<file path="src/rtl/juego_pkg.sv">
// Shared types for the memory-card game: scoreboard FSM states and winner codes.
package juego_pkg;

    typedef enum logic [1:0] {
        IDLE = 2'b00,
        PLAY = 2'b01,
        DONE = 2'b10
    } estado_marcador_t;

    localparam logic [1:0] GANA_NADIE = 2'b00;
    localparam logic [1:0] GANA_J0    = 2'b01;
    localparam logic [1:0] GANA_J1    = 2'b10;
    localparam logic [1:0] EMPATE     = 2'b11;

endpackage

</file>
<file path="src/rtl/contador_sat.sv">
// Saturating up-counter with synchronous clear; holds at all-ones instead of wrapping.
module contador_sat #(
    parameter int W = 4
) (
    input  logic         clk,
    input  logic         rst,
    input  logic         clr,
    input  logic         en,
    output logic [W-1:0] q
);

    localparam logic [W-1:0] MAXV = '1;

    function automatic logic [W-1:0] satInc(input logic [W-1:0] v);
        return (v == MAXV) ? v : v + W'(1);
    endfunction

    // Count register: clear has priority over enable.
    always_ff @(posedge clk or posedge rst) begin
        if (rst)
            q <= '0;
        else if (clr)
            q <= '0;
        else if (en)
            q <= satInc(q);
    end

endmodule

</file>
<file path="src/rtl/marcador_juego.sv">
// Two-player memory-card scoreboard: per-player scores, active turn, remaining
// pairs, game-over and winner. Optional inactivity turn-pass is enabled with
// the macro MARCADOR_TIMEOUT_EN; without it timeout_pulse is tied low.
module marcador_juego
    import juego_pkg::*;
#(
    parameter int PAIRS          = 8,
    parameter int SCORE_W        = 4,
    parameter int TIMEOUT_CYCLES = 1000
) (
    input  logic               clk,
    input  logic               rst,
    input  logic               start,
    input  logic               play_valid,
    input  logic               j,
    input  logic               m,
    output logic [SCORE_W-1:0] score0,
    output logic [SCORE_W-1:0] score1,
    output logic               turn,
    output logic               game_over,
    output logic [1:0]         winner,
    output logic               timeout_pulse
);

    localparam int PW = $clog2(PAIRS + 1);
    localparam logic [SCORE_W-1:0] SMAX = '1;

    function automatic logic [SCORE_W-1:0] satInc(input logic [SCORE_W-1:0] v);
        return (v == SMAX) ? v : v + SCORE_W'(1);
    endfunction

    function automatic logic [1:0] decide(input logic [SCORE_W-1:0] a,
                                          input logic [SCORE_W-1:0] b);
        if (a > b)      return GANA_J0;
        else if (a < b) return GANA_J1;
        else            return EMPATE;
    endfunction

    estado_marcador_t state, stateNext;
    logic [PW-1:0]      pairsLeft, pairsNext;
    logic               turnNext;
    logic [1:0]         winnerNext;
    logic               clrScores, inc0, inc1, accepted;
    logic [SCORE_W-1:0] s0Upd, s1Upd;

`ifdef MARCADOR_TIMEOUT_EN
    localparam int TW = (TIMEOUT_CYCLES > 1) ? $clog2(TIMEOUT_CYCLES) : 1;
    localparam logic [TW-1:0] TMAX = TW'(TIMEOUT_CYCLES - 1);
    logic [TW-1:0] idleCnt, idleNext;
    logic          pulseNext;
`endif

    // Scores as they would stand after a match by the player on turn.
    assign s0Upd    = (turn == 1'b0) ? satInc(score0) : score0;
    assign s1Upd    = (turn == 1'b1) ? satInc(score1) : score1;
    assign accepted = (state == PLAY) && play_valid && (m == turn);

    // Next-state and control decode; start overrides any play event.
    always_comb begin
        stateNext  = state;
        turnNext   = turn;
        pairsNext  = pairsLeft;
        winnerNext = winner;
        clrScores  = 1'b0;
        inc0       = 1'b0;
        inc1       = 1'b0;
`ifdef MARCADOR_TIMEOUT_EN
        idleNext   = idleCnt;
        pulseNext  = 1'b0;
`endif
        if (start) begin
            stateNext  = PLAY;
            turnNext   = 1'b0;
            pairsNext  = PW'(PAIRS);
            winnerNext = GANA_NADIE;
            clrScores  = 1'b1;
`ifdef MARCADOR_TIMEOUT_EN
            idleNext   = '0;
`endif
        end else if (accepted) begin
`ifdef MARCADOR_TIMEOUT_EN
            idleNext = '0;
`endif
            if (j) begin
                inc0      = ~turn;
                inc1      = turn;
                pairsNext = pairsLeft - PW'(1);
                if (pairsLeft == PW'(1)) begin
                    stateNext  = DONE;
                    winnerNext = decide(s0Upd, s1Upd);
                end
            end else begin
                turnNext = ~turn;
            end
        end
`ifdef MARCADOR_TIMEOUT_EN
        else if (state == PLAY) begin
            if (idleCnt == TMAX) begin
                turnNext  = ~turn;
                pulseNext = 1'b1;
                idleNext  = '0;
            end else begin
                idleNext = idleCnt + TW'(1);
            end
        end
`endif
    end

    // State and registered outputs.
    always_ff @(posedge clk or posedge rst) begin
        if (rst) begin
            state     <= IDLE;
            turn      <= 1'b0;
            pairsLeft <= PW'(PAIRS);
            winner    <= GANA_NADIE;
            game_over <= 1'b0;
        end else begin
            state     <= stateNext;
            turn      <= turnNext;
            pairsLeft <= pairsNext;
            winner    <= winnerNext;
            game_over <= (stateNext == DONE);
        end
    end

`ifdef MARCADOR_TIMEOUT_EN
    // Inactivity counter and its one-cycle turn-pass pulse.
    always_ff @(posedge clk or posedge rst) begin
        if (rst) begin
            idleCnt       <= '0;
            timeout_pulse <= 1'b0;
        end else begin
            idleCnt       <= idleNext;
            timeout_pulse <= pulseNext;
        end
    end
`else
    assign timeout_pulse = 1'b0;
`endif

    contador_sat #(.W(SCORE_W)) uScore0 (
        .clk (clk),
        .rst (rst),
        .clr (clrScores),
        .en  (inc0),
        .q   (score0)
    );

    contador_sat #(.W(SCORE_W)) uScore1 (
        .clk (clk),
        .rst (rst),
        .clr (clrScores),
        .en  (inc1),
        .q   (score1)
    );

endmodule
</file>
<file path="config.mk">
export PLATFORM = sky130hd
export DESIGN_NAME = marcador_juego
export DESIGN_NICKNAME = d
export VERILOG_FILES = /design/src/rtl/juego_pkg.sv /design/src/rtl/contador_sat.sv /design/src/rtl/marcador_juego.sv
export SDC_FILE = /design/constraint.sdc
export NUM_CORES = 1
export LEC_CHECK = 0
export BUFFER_PORTS_ARGS = -buffer_cell sky130_fd_sc_hd__clkbuf_2
export CORE_UTILIZATION = 55
export DETAILED_ROUTE_END_ITERATION = 8
export HOLD_SLACK_MARGIN = 0.05
export PLACE_DENSITY = 0.78
export RECOVER_POWER = 25
export SLEW_MARGIN = 20
export SYNTH_ARGS = -nofsm -noshare
export SYNTH_HDL_FRONTEND = slang
export SYNTH_SLANG_ARGS = --single-unit
</file>
<file path="constraint.sdc">
create_clock -name clk -period 6.6 [get_ports clk]
set_clock_uncertainty 0.05 [all_clocks]
set_input_delay 0.99 -clock clk [delete_from_list [all_inputs] [get_ports clk]]
set_output_delay 0.99 -clock clk [all_outputs]
set_load 0.005 [all_outputs]
</file>
== Word level (Yosys, flattened, before mapping) ==
Cells that the tools add are included.
Operators by class
  reduce and logical (&&, ||, !) cells: 10
  multiplexer cells: 31
  bitwise logic cells: 1
  order comparisons: 2
  eq/ne operators: 7
  add/subtract/negate cells: 3
Operators with widths (count)
  4-bit two-way mux: 11
  2-bit two-way mux: 9
  1-bit two-way mux: 11
  2-bit nonzero test: 5
  4-bit by 1-bit adder with 4-bit output, second input constant: 2
  4-bit equality test, second input constant: 2
  4-bit by 1-bit equality test with 1-bit output, second input constant: 1
  4-bit > comparator: 1
  4-bit less-than comparator: 1
  2-bit AND reduction: 2
  4-bit by 1-bit subtractor with 4-bit output, second input constant: 1
  3-bit AND reduction: 1
  2-bit by 1-bit equality test with 1-bit output, second input constant: 1
  2-bit equality test, second input constant: 1
  1-bit logical AND: 2
  2-bit != test, second input constant: 1
  1-bit equality test: 1
  1-bit inverter: 1
Storage, ports and cells
  output and inout port bits: 13
  input port bits: 6
  register bits: 18
  word-level logic and storage cells: 61

== Longest topological paths before layout ==
  word-level depth: 10
  gate-level depth with buffers: 9
  gate-level depth less buffers: 9

== Cells and area by module ==
A second synthesis with hierarchy kept.
Unflattened totals
  cells, all modules: 124
  area, all modules: 1253.7 um^2
By module, submodules not included
  marcador_juego: cells an instance 82, seq. area each 251.5 um^2, area an instance 790.8 um^2, times used 1
  contador_sat: cells an instance 21, seq. area each 100.1 um^2, area an instance 231.5 um^2, times used 2

== Worst setup path before layout ==
Ideal clock, no wire load.
  path type: reg2reg
  from: register uScore0.q[0]
  to: register winner[0]
  cell stages (with the launch flop): 8
  buffers on the path: 0
  required time: 6.431 ns
  clock period less this slack: 2.146 ns
  arrival time: 1.977 ns
  library setup time: 0.119 ns
  path slack: 4.454 ns
  path through: dfrtp_1 ha_1 a31oi_1 mux2_2 ha_1 a21oi_1 o21ai_0 o21a_1
On the way
  longest elaborated chain between the ends: 10
  elaborated cells on any way between the ends: 12
  classes of those cells: add/sub (1); order compare (2); eq/ne (1); mux (8)
Ends and longest elaborated chain
  start: declaration: RTL line contador_sat.sv:9  | output logic [W-1:0] q
  start signal: assignment: RTL line contador_sat.sv:25  | q <= satInc(q);
  4-bit by 1-bit adder with 4-bit output or 4-bit equality test (tied branches): RTL line marcador_juego.sv:29  | return (v == SMAX) ? v : v + SCORE_W'(1);
  4-bit two-way mux
  4-bit two-way mux *: RTL line marcador_juego.sv:54  | assign s0Upd = (turn == 1'b0) ? satInc(score0) : score0;
  4-bit less-than comparator: RTL line marcador_juego.sv:35  | else if (a < b) return GANA_J1;
  1-bit two-way mux: RTL line marcador_juego.sv:35
  2-bit two-way mux *: RTL line marcador_juego.sv:34  | if (a > b) return GANA_J0;
  2-bit two-way mux *: RTL line marcador_juego.sv:88  | if (pairsLeft == PW'(1)) begin
  2-bit two-way mux *: RTL line marcador_juego.sv:84  | if (j) begin
  2-bit two-way mux *: RTL line marcador_juego.sv:80  | end else if (accepted) begin
  2-bit two-way mux *: RTL line marcador_juego.sv:71  | if (start) begin
  end signal: assignment: RTL line marcador_juego.sv:121  | winner <= winnerNext;
  end: declaration: RTL line marcador_juego.sv:21  | output logic [1:0] winner,
Every way passes the cells marked *; elsewhere a longest branch is shown, timed or not. The select of a mux whose other input is x is not followed.
A chain may end at the register's enable or synchronous reset.

== Final worst setup path ==
Same ends and word-level chain as after synthesis.

==> results by group <==
Power
  – Pleak: 0.000602 µW
  – Pwr/cell area: 171 nW/µm²
  – Worst vdd ir: 0.129 mV

Worst setup path
  – Critical R2R Capture: winner[0]
  – Crit Path Category: flop to flop
  – FF-to-FF setup slack: 4.29 ns
  – Slowest cell on crit path: dfrtp_1
  – Crit path DAT: 2.45 ns
  – RR Startpoint: uScore0.q[0]
  – Startpoint types: flop
  – CP endpoint kind: flop
  – Delay-heaviest family, CP: compound AO/OA/AOI/OAI gates
  – Reg2reg path depth: 7
  – Crit path required time: 6.74 ns
  – CP max stage delay: 0.46 ns
  – Critical path depth: 7
  – Setup crit end: winner[0]
  – Critical Path, Cell by Cell: ha_1, a31oi_1, mux2_2, ha_1, a21oi_1, o21ai_0, o21a_1
  – Maximum fanout along the worst path: 5
  – Most used cell, CP: ha_1
  – Crit path launch: uScore0.q[0]
  – WP buf/inv: 0

CTS
  – Clock root cell: clkbuf_4
  – Hold buffers post-CTS: 0
  – Clock transition at the registers of the reported paths: 0.10 ns
  – Num Clock Sinks: 18
  – H-tree depth: 1
  – Post-cts gate resize count: 0
  – Setup Buffers After CTS: 0
  – CTS buffer count: 3
  – CTS tree: built
  – Worst-Skew Late Latency: 0.29 ns
  – Max clock buf depth: 2

Timing
  – Final TNS setup: 0 ns
  – Hold WS: 0.504 ns
  – Final setup viols: 0
  – Relative slew margins: 0.528
  – Final-report max-slew violation count: 0
  – Slew @ Worst Pin: 0.707 ns
  – Final worst slack: 4.29 ns
  – Fin. Hold Viols: 0
  – Final Cycle Share: 0.350
  – Final critical-path required period: 2.31 ns
  – Fmax: 0.433 GHz
  – RSZ-0062 raised after global routing: no

Run
  – Maxcap violations: 0

Floorplanning
  – Rows: 16
  – IO Count: 19
  – Core area: 1960 µm²
  – Starting Density: 0.584
  – Die area: 2270 µm²
  – Die span in y: 47.7 µm
  – Die W: 47.7 µm

Worst hold path
  – Min-delay worst type: flop to flop
  – Worst hold path stage count: 1

Detailed routing
  – Vias/cell: 5.61
  – Vias: 887
  – DRT antenna net count: 0
  – Detailed Route Iter0 Violations: 23
  – Detailed Routing Iterations Pass 1: 4
  – Number of remaining DRC errors: 0
  – WL/cell: 13.9 µm
  – Post-Route WL: 2.20 mm

Synth
  – Syn Nets: 128
  – Synth Register Bits: 18
  – Syn Inst Count: 114
  – Area contributors post-synth: dfrtp_1 (37%), ha_1 (8.7%), nor2_1 (4.6%)
  – Synth Area per Inst: 10.1 µm²
  – Synth area leader: dfrtp_1
  – Netlist cell types: 37
  – Number of synthesized flops with an enable pin: 0
  – Ys Warns: 0
  – Post-synth ARST share: 1.00
  – Area share of the largest cell type after synthesis: 0.371
  – Synth Flop Type: dfrtp_1
  – Mapped Area: 1150 µm²
  – Sequential area share after synthesis: 0.394

Place
  – GP Congestion: 0.788
  – PortBufs: 17
  – Pre-CTS setup slack: 4.34 ns
  – Instance area after placement: 1230 µm²
  – HPWL after detailed placement: 1.61 mm

Final layout
  – Layout cells sized above 1: 0.221
  – Layout area overhead: 10.9%
  – # diodes: 0
  – Post-route cell area: 1270 µm²
  – Most frequent cells in the layout: dfrtp_1 (17), clkbuf_2 (17), nor2_1 (14)
  – Post-layout net count: 146

Global route
  – Initial antenna violation count: 0
  – Vias in the first global route: 789
  – Largest net degree at the start of global routing: 19
  – First-pass GRT wire length: 3.39 mm
  – Global Route Usage Sum: 0.224
  – Grt ovf: 0

Run status
  – Status: finished clean
-- area by class of cell --
cell class	count	area (µm²)
fill	188	691
multi-input combinational	85	638
sequential	18	452
timing repair buffer	17	85.1
clock buffer	4	36.3
tap	27	33.8
inverter	7	26.3
-- worst reg2reg max path, delay by kind of cell (launching register included) --
family	cells	cell delay, ns
compound gates	4	0.76
fa+ha+maj	2	0.57
mux	1	0.38
flops	1	0.46
-- synthesized netlist by cell type (3+ instances only) --
cell       n
dfrtp_1   17
nand2_1    4
ha_1       8
mux2i_1    5
nand2b_1   3
a21oi_1   10
nand3_1    3
nor3_1     4
a311oi_1   3
inv_1      7
xnor2_1    4
nor2_1    14
xor2_1     3
-- flip-flops by register name, indices dropped and copies added, names as in the netlist --
name       flops
game_over      1
pairsLeft      4
state          2
turn           1
uScore0.q      4
uScore1.q      4
winner         2
-- how the worst min path moves through the flow --
stage	start	to	slack, ns
3_3_place_gp	state[0]	state[0]	0.47
6_report	state[0]	state[0]	0.50
3_5_place_dp	state[0]	state[0]	0.49
5_1_grt	state[0]	state[0]	0.54
4_1_cts	state[0]	state[0]	0.51
2_1_floorplan	state[0]	state[0]	0.45
-- metrics by stage --
| step | std cells | total power (µW) | utilization |
|---|---|---|---|
| 2_1_floorplan | 114 | 144 | - |
| 3_3_place_gp | 154 | 150 | 0.629 |
| 3_5_place_dp | 154 | 151 | 0.629 |
| 4_1_cts | 158 | 219 | 0.648 |
| 5_1_grt | 158 | 228 | 0.648 |
| 6_report | 158 | 217 | 0.648 |
-- metal layers --
layer / vias to the layer above / global-route usage / wire, µm
li1: 437 / - / -
met1: 415 / 0.278 / 1020
met2: 29 / 0.370 / 1050
met3: 6 / 0.0377 / 82
met4: 0 / 0.128 / 53
met5: - / 0 / 0
-- power breakdown --
group	switching, µW	leakage, µW	internal, µW
Clock	33.6	0.0000210	33.6
Combinational	18.4	0.000340	12.9
Sequential	4.82	0.000241	113
Total	56.9	0.000602	160
-- logic make-up after synthesis --
| family | count (synthesis) | share of synthesized area |
|---|---|---|
| fa+ha+maj | 8 | 0.0873 |
| buf+inv | 11 | 0.0491 |
| mux | 7 | 0.0633 |
| other cells | 1 | 0.00327 |
| flops | 18 | 0.394 |
| xor+xnor | 9 | 0.0917 |
| compound gates | 21 | 0.117 |
| simple gates | 39 | 0.194 |
Power figures use the tool's default switching activity.
